[src/rtl/serial_stream_subtractor_if.sv]
// rtl/serial_stream_subtractor_if.sv - serial operand stream in, parallel difference out
interface serial_stream_subtractor_if #(
    parameter int WIDTH = 8
);
    logic             start;
    logic             A;
    logic             B;
    logic [WIDTH-1:0] diff_out;
    logic             borrow_out;
    logic             valid;
    logic             busy;

    modport master (
        output start, A, B,
        input  diff_out, borrow_out, valid, busy
    );

    modport slave (
        input  start, A, B,
        output diff_out, borrow_out, valid, busy
    );
endinterface

[src/rtl/serial_stream_subtractor.sv]
// rtl/serial_stream_subtractor.sv - bit-serial LSB-first subtractor with parallel result
module serial_stream_subtractor #(
    parameter int WIDTH = 8
) (
    input logic                  clk,
    input logic                  rst,
    serial_stream_subtractor_if.slave s
);
    localparam int CW = (WIDTH > 1) ? $clog2(WIDTH) : 1;

    typedef enum logic {IDLE = 1'b0, RUN = 1'b1} state_t;

    state_t           state;
    state_t           state_n;
    logic [CW-1:0]    cnt;
    logic [CW-1:0]    idx;
    logic             br;
    logic             br_in;
    logic             br_n;
    logic             d;
    logic             take;
    logic             last;
    logic [WIDTH-1:0] sr;
    logic [WIDTH-1:0] sr_n;
    logic [WIDTH-1:0] diff_q;
    logic             borrow_q;
    logic             valid_q;

    // In IDLE the bit on A/B is bit 0 of a new frame, so the index and borrow are forced to 0.
    always_comb begin
        take  = (state == RUN) || s.start;
        idx   = (state == RUN) ? cnt : '0;
        last  = take && (idx == CW'(WIDTH - 1));
        br_in = (state == RUN) && br;
        d     = s.A ^ s.B ^ br_in;
        br_n  = (~s.A & s.B) | (~(s.A ^ s.B) & br_in);
        sr_n  = '0;
        for (int i = 0; i < WIDTH - 1; i++) begin
            sr_n[i] = sr[i+1];
        end
        sr_n[WIDTH-1] = d;
    end

    always_ff @(posedge clk or posedge rst) begin
        if (rst) begin
            state <= IDLE;
        end else begin
            state <= state_n;
        end
    end

    always_comb begin
        state_n = state;
        case (state)
            IDLE:    if (s.start && !last) state_n = RUN;
            RUN:     if (last) state_n = IDLE;
            default: state_n = IDLE;
        endcase
    end

    always_comb begin
        s.busy       = (state == RUN);
        s.valid      = valid_q;
        s.diff_out   = diff_q;
        s.borrow_out = borrow_q;
    end

    always_ff @(posedge clk or posedge rst) begin
        if (rst) begin
            cnt      <= '0;
            br       <= 1'b0;
            sr       <= '0;
            diff_q   <= '0;
            borrow_q <= 1'b0;
            valid_q  <= 1'b0;
        end else begin
            valid_q <= take && last;
            if (take) begin
                sr  <= sr_n;
                br  <= last ? 1'b0 : br_n;
                cnt <= last ? '0 : idx + CW'(1);
            end
            if (take && last) begin
                diff_q   <= sr_n;
                borrow_q <= br_n;
            end
        end
    end
endmodule

[src/flat_wrapper.sv]
// flat-port wrapper written by rule: the top's interface ports become plain ports
module serial_stream_subtractor_flat 
#(
    parameter int WIDTH = 8
)
  (clk, rst, s_start, s_A, s_B, s_diff_out, s_borrow_out, s_valid, s_busy);
  serial_stream_subtractor_if #(.WIDTH(WIDTH)) s_i ();
  input logic clk;
  input logic rst;
  input wire logic [$bits(s_i.start)-1:0] s_start;
  input wire logic [$bits(s_i.A)-1:0] s_A;
  input wire logic [$bits(s_i.B)-1:0] s_B;
  output wire logic [$bits(s_i.diff_out)-1:0] s_diff_out;
  output wire logic [$bits(s_i.borrow_out)-1:0] s_borrow_out;
  output wire logic [$bits(s_i.valid)-1:0] s_valid;
  output wire logic [$bits(s_i.busy)-1:0] s_busy;
  assign s_i.start = s_start;
  assign s_i.A = s_A;
  assign s_i.B = s_B;
  assign s_diff_out = s_i.diff_out;
  assign s_borrow_out = s_i.borrow_out;
  assign s_valid = s_i.valid;
  assign s_busy = s_i.busy;
  serial_stream_subtractor #(.WIDTH(WIDTH)) u_core (.clk(clk), .rst(rst), .s(s_i));
endmodule
[config.mk]
export PLATFORM = sky130hd
export DESIGN_NAME = serial_stream_subtractor_flat
export DESIGN_NICKNAME = d
export VERILOG_FILES = /design/src/rtl/serial_stream_subtractor_if.sv /design/src/rtl/serial_stream_subtractor.sv /design/src/flat_wrapper.sv
export SDC_FILE = /design/constraint.sdc
export NUM_CORES = 1
export LEC_CHECK = 0
export ABC_AREA = 1
export CORE_UTILIZATION = 60
export CTS_CLUSTER_DIAMETER = 50
export DETAILED_ROUTE_END_ITERATION = 12
export DONT_BUFFER_PORTS = 1
export GPL_ROUTABILITY_DRIVEN = 0
export PLACE_DENSITY = 0.76
export SETUP_SLACK_MARGIN = 0.05
export SLEW_MARGIN = 20
export SYNTH_ARGS = -nofsm -noshare
export SYNTH_HDL_FRONTEND = slang
export SYNTH_SLANG_ARGS = --single-unit
[constraint.sdc]
create_clock -name clk -period 2.6 [get_ports clk]
set_clock_uncertainty 0.05 [all_clocks]
set_input_delay 0.52 -clock clk [delete_from_list [all_inputs] [get_ports clk]]
set_output_delay 0.52 -clock clk [all_outputs]
set_load 0.01 [all_outputs]
==> Flow_metrics.wiki <==
{| class="wikitable"
! Metric !! Value
|-
| HPWL after detailed placement || 1060 um
|-
| Total routing resource utilization after global routing || 19.3%
|-
| Met1 routing resource usage after global routing || 26.1%
|-
| GRT busiest layer || met2
|-
| Share of final-layout standard cells stronger than drive strength 1 || 6.67%
|-
| Clock sink total || 22
|-
| Row count || 13
|-
| TritonCTS clock tree || done
|-
| Most used standard cells in the synthesized netlist || nand2_1, dfrtp_1, nand3_1
|-
| Unrepaired setup endpoints after global routing || false
|-
| Leftover overflow at the end of global routing || 0
|-
| Number of flops mapped to enable cells by yosys || 0
|-
| Maximum root-to-sink buffer count || 2
|-
| Yosys warning count || 0
|-
| Routed wire length || 1460 um
|-
| Total power density per cell area || 1240 nW/um^2
|-
| Largest fanout of any net on the critical path || 12
|-
| I/O pin count || 16
|-
| Count leader, synth || nand2_1
|-
| Kind of start point of the critical path || flop
|-
| Remaining routing DRC violations || 0
|-
| Wire length of the first global-routing pass || 2610 um
|-
| Class of the most critical hold timing path || input pin to async pin
|-
| Achievable clock frequency || 0.563 GHz
|-
| Setup-violating endpoint count in the final report || 0
|-
| Count of nets after finishing || 115
|-
| VDD IR max || 706 uV
|-
| Number of cells upsized or downsized after cts || 0
|-
| Fin Setup TNS || 0 ns
|-
| Critical Path RT || 2.76 ns
|-
| Antenna cells || 0
|-
| Fillers || 112
|-
| Share of Yosys cell area claimed by the top area cell type || 58.0%
|-
| Total of max-cap violations || 0
|-
| Number of register bits inferred by synthesis || 22
|-
| Root cell of the clock tree || clkbuf_4
|-
| Count of buffers inserted at the top-level ports || 0
|-
| CTS H-tree lvls || 1
|-
| Core Area || 1380 um^2
|-
| Number of failing hold endpoints at the final stage || 0
|-
| Count of final max-slew check failures || 0
|-
| Layout overhead on the synthesized area || 0.792%
|-
| Net count after synthesis || 114
|-
| Hold buffer count at cts || 0
|-
| Count of unique library cells instantiated by Yosys || 15
|-
| Clock slew at reported path FFs || 0.11 ns
|-
| Vias per Instance || 5.37
|-
| Data arrival time of the worst path || 1.93 ns
|-
| Total leakage power || 0.555 nW
|-
| TritonCTS buffer count || 3
|-
| Source-to-sink clock delay at the later pin of the worst-skew pair || 0.30 ns
|-
| Detailed Routing Iterations Pass 1 || 4
|-
| Vias in the first global route || 612
|-
| Footprint of the multi-input gates || 323 um^2
|-
| Die boundary width || 41.8 um
|-
| Slew margin rel. || 46.9%
|-
| Ratio of final minimum period to clock period || 68.3%
|-
| Largest net degree at the start of global routing || 23
|-
| Critical path capture point type || flop
|-
| Sequential cell area in the final layout || 551 um^2
|-
| Category of the most critical setup path || flop to flop
|-
| Post-CTS Setup Inserts || 0
|-
| Yosys top cell by area || dfrtp_1
|-
| Routed wire per std cell || 12.2 um
|-
| Final core area utilization || 69.1%
|-
| GR Layer Usage met3 || 3.04%
|-
| Total power || 0.00118 W
|-
| Mean cell area of the mapped netlist || 8.95 um^2
|-
| Part of the Yosys area used for sequential elements || 58.0%
|-
| Number of standard cells after synthesis || 106
|-
| Via count || 644
|-
| Top cells by area, synth || dfrtp_1, nand2_1, nand3_1
|-
| Violation count after the first detailed-route iteration || 11
|-
| Result of the run || complete, no violations
|-
| Global routing met2 resource utilization || 30.9%
|-
| Cell Area, Synth || 948 um^2
|-
| Flip-flop cell with the highest count after synthesis || dfrtp_1
|-
| Clock period minus worst slack || 1.77 ns
|-
| Area of the die || 1740 um^2
|-
| Remaining antenna violation count after routing || 0
|-
| Initial antenna violation count || 0
|-
| Starting density of the core || 68.6%
|-
| Slew at the pin closest to its max-slew limit || 0.796 ns
|-
| Async SR Flop Fraction || 100%
|-
| Die Span Y || 41.8 um
|}
[where the power goes]
group | internal, W | switching [W]
Sequential | 0.000507 | 0.000155
Clock | 0.0000541 | 0.0000920
Combinational | 0.000141 | 0.000234
[cell families after synthesis]
logic type | synth area share, %
and+or+nand+nor | 27.8
AOI/OAI and AO/OA | 1.45
buffers and inverters | 7.92
adders and majority gates | 4.75
DFF | 58.0
[state kept, by name, indices dropped and copies added (netlist names)]
register	count
u_core.br	1
u_core.cnt	3
u_core.s.borrow_out	1
u_core.s.busy	1
u_core.s.diff_out	8
u_core.s.valid	1
u_core.sr	7
[path summary, 6_finish.rpt]
kind                                      startpoint                          endpoint  slack [ns]  cells past startpoint
hold / removal                                   rst  u_core.s.diff_out[0]$_DFFE_PP0P_        0.19                      1
setup reg to reg             u_core.s.busy$_DFF_PP0_  u_core.s.diff_out[1]$_DFFE_PP0P_        0.83                      7
setup / recovery             u_core.s.busy$_DFF_PP0_  u_core.s.diff_out[1]$_DFFE_PP0P_        0.83                      7
max in group asynchronous                        rst           u_core.s.busy$_DFF_PP0_        1.81                      1
hold reg to reg            u_core.cnt[2]$_DFFE_PP0N_         u_core.cnt[2]$_DFFE_PP0N_        0.45                      2
min in group clk                             s_start          u_core.sr[5]$_DFFE_PP0N_        0.38                      3
[critical path, cell delays in order (launching register included)]
cell and delay, ns:
dfrtp_1 0.55, nand2_1 0.11, inv_1 0.08, ha_1 0.14, ha_1 0.39, o21ai_2 0.22
nand2_1 0.11, nand2_1 0.05
[stage by stage]
step | setup slack (ns) | instance area (um^2) | instances | hold slack [ns]
final | 0.825 | 956 | 120 | 0.194
after global routing | 0.638 | 956 | 120 | 0.255
after CTS | 0.835 | 956 | 120 | 0.220
after detailed placement | 0.849 | 933 | 117 | 0.423
after global placement | 0.916 | 933 | 117 | 0.413
after floorplan | 1.08 | 948 | 106 | 0.399
[cells in the final DEF, fill, tap and decap left out]
master / count
o21ai_2: 1
o21ai_0: 1
nor2_1: 3
dfrtp_1: 22
inv_2: 1
clkbuf_4: 3
ha_1: 2
inv_1: 10
nand2_1: 48
nand2_4: 1
nor2_2: 1
nand3_1: 11
fa_1: 1
[per-layer routing]
| metal | share of wire (%) | routed length (um) |
|---|---|---|
| met5 | 0 | 0 |
| met3 | 3.0 | 44 |
| met1 | 46 | 680 |
| met4 | 2.0 | 29 |
| met2 | 48 | 710 |
[area by class of cell]
cell class,count,area share [%]
sequential,22,57.6
multi-input combinational,69,33.8
inverter,11,4.32
clock buffer,3,2.36
tap,15,1.96
Note: power is estimated with default switching activity, not from simulation.
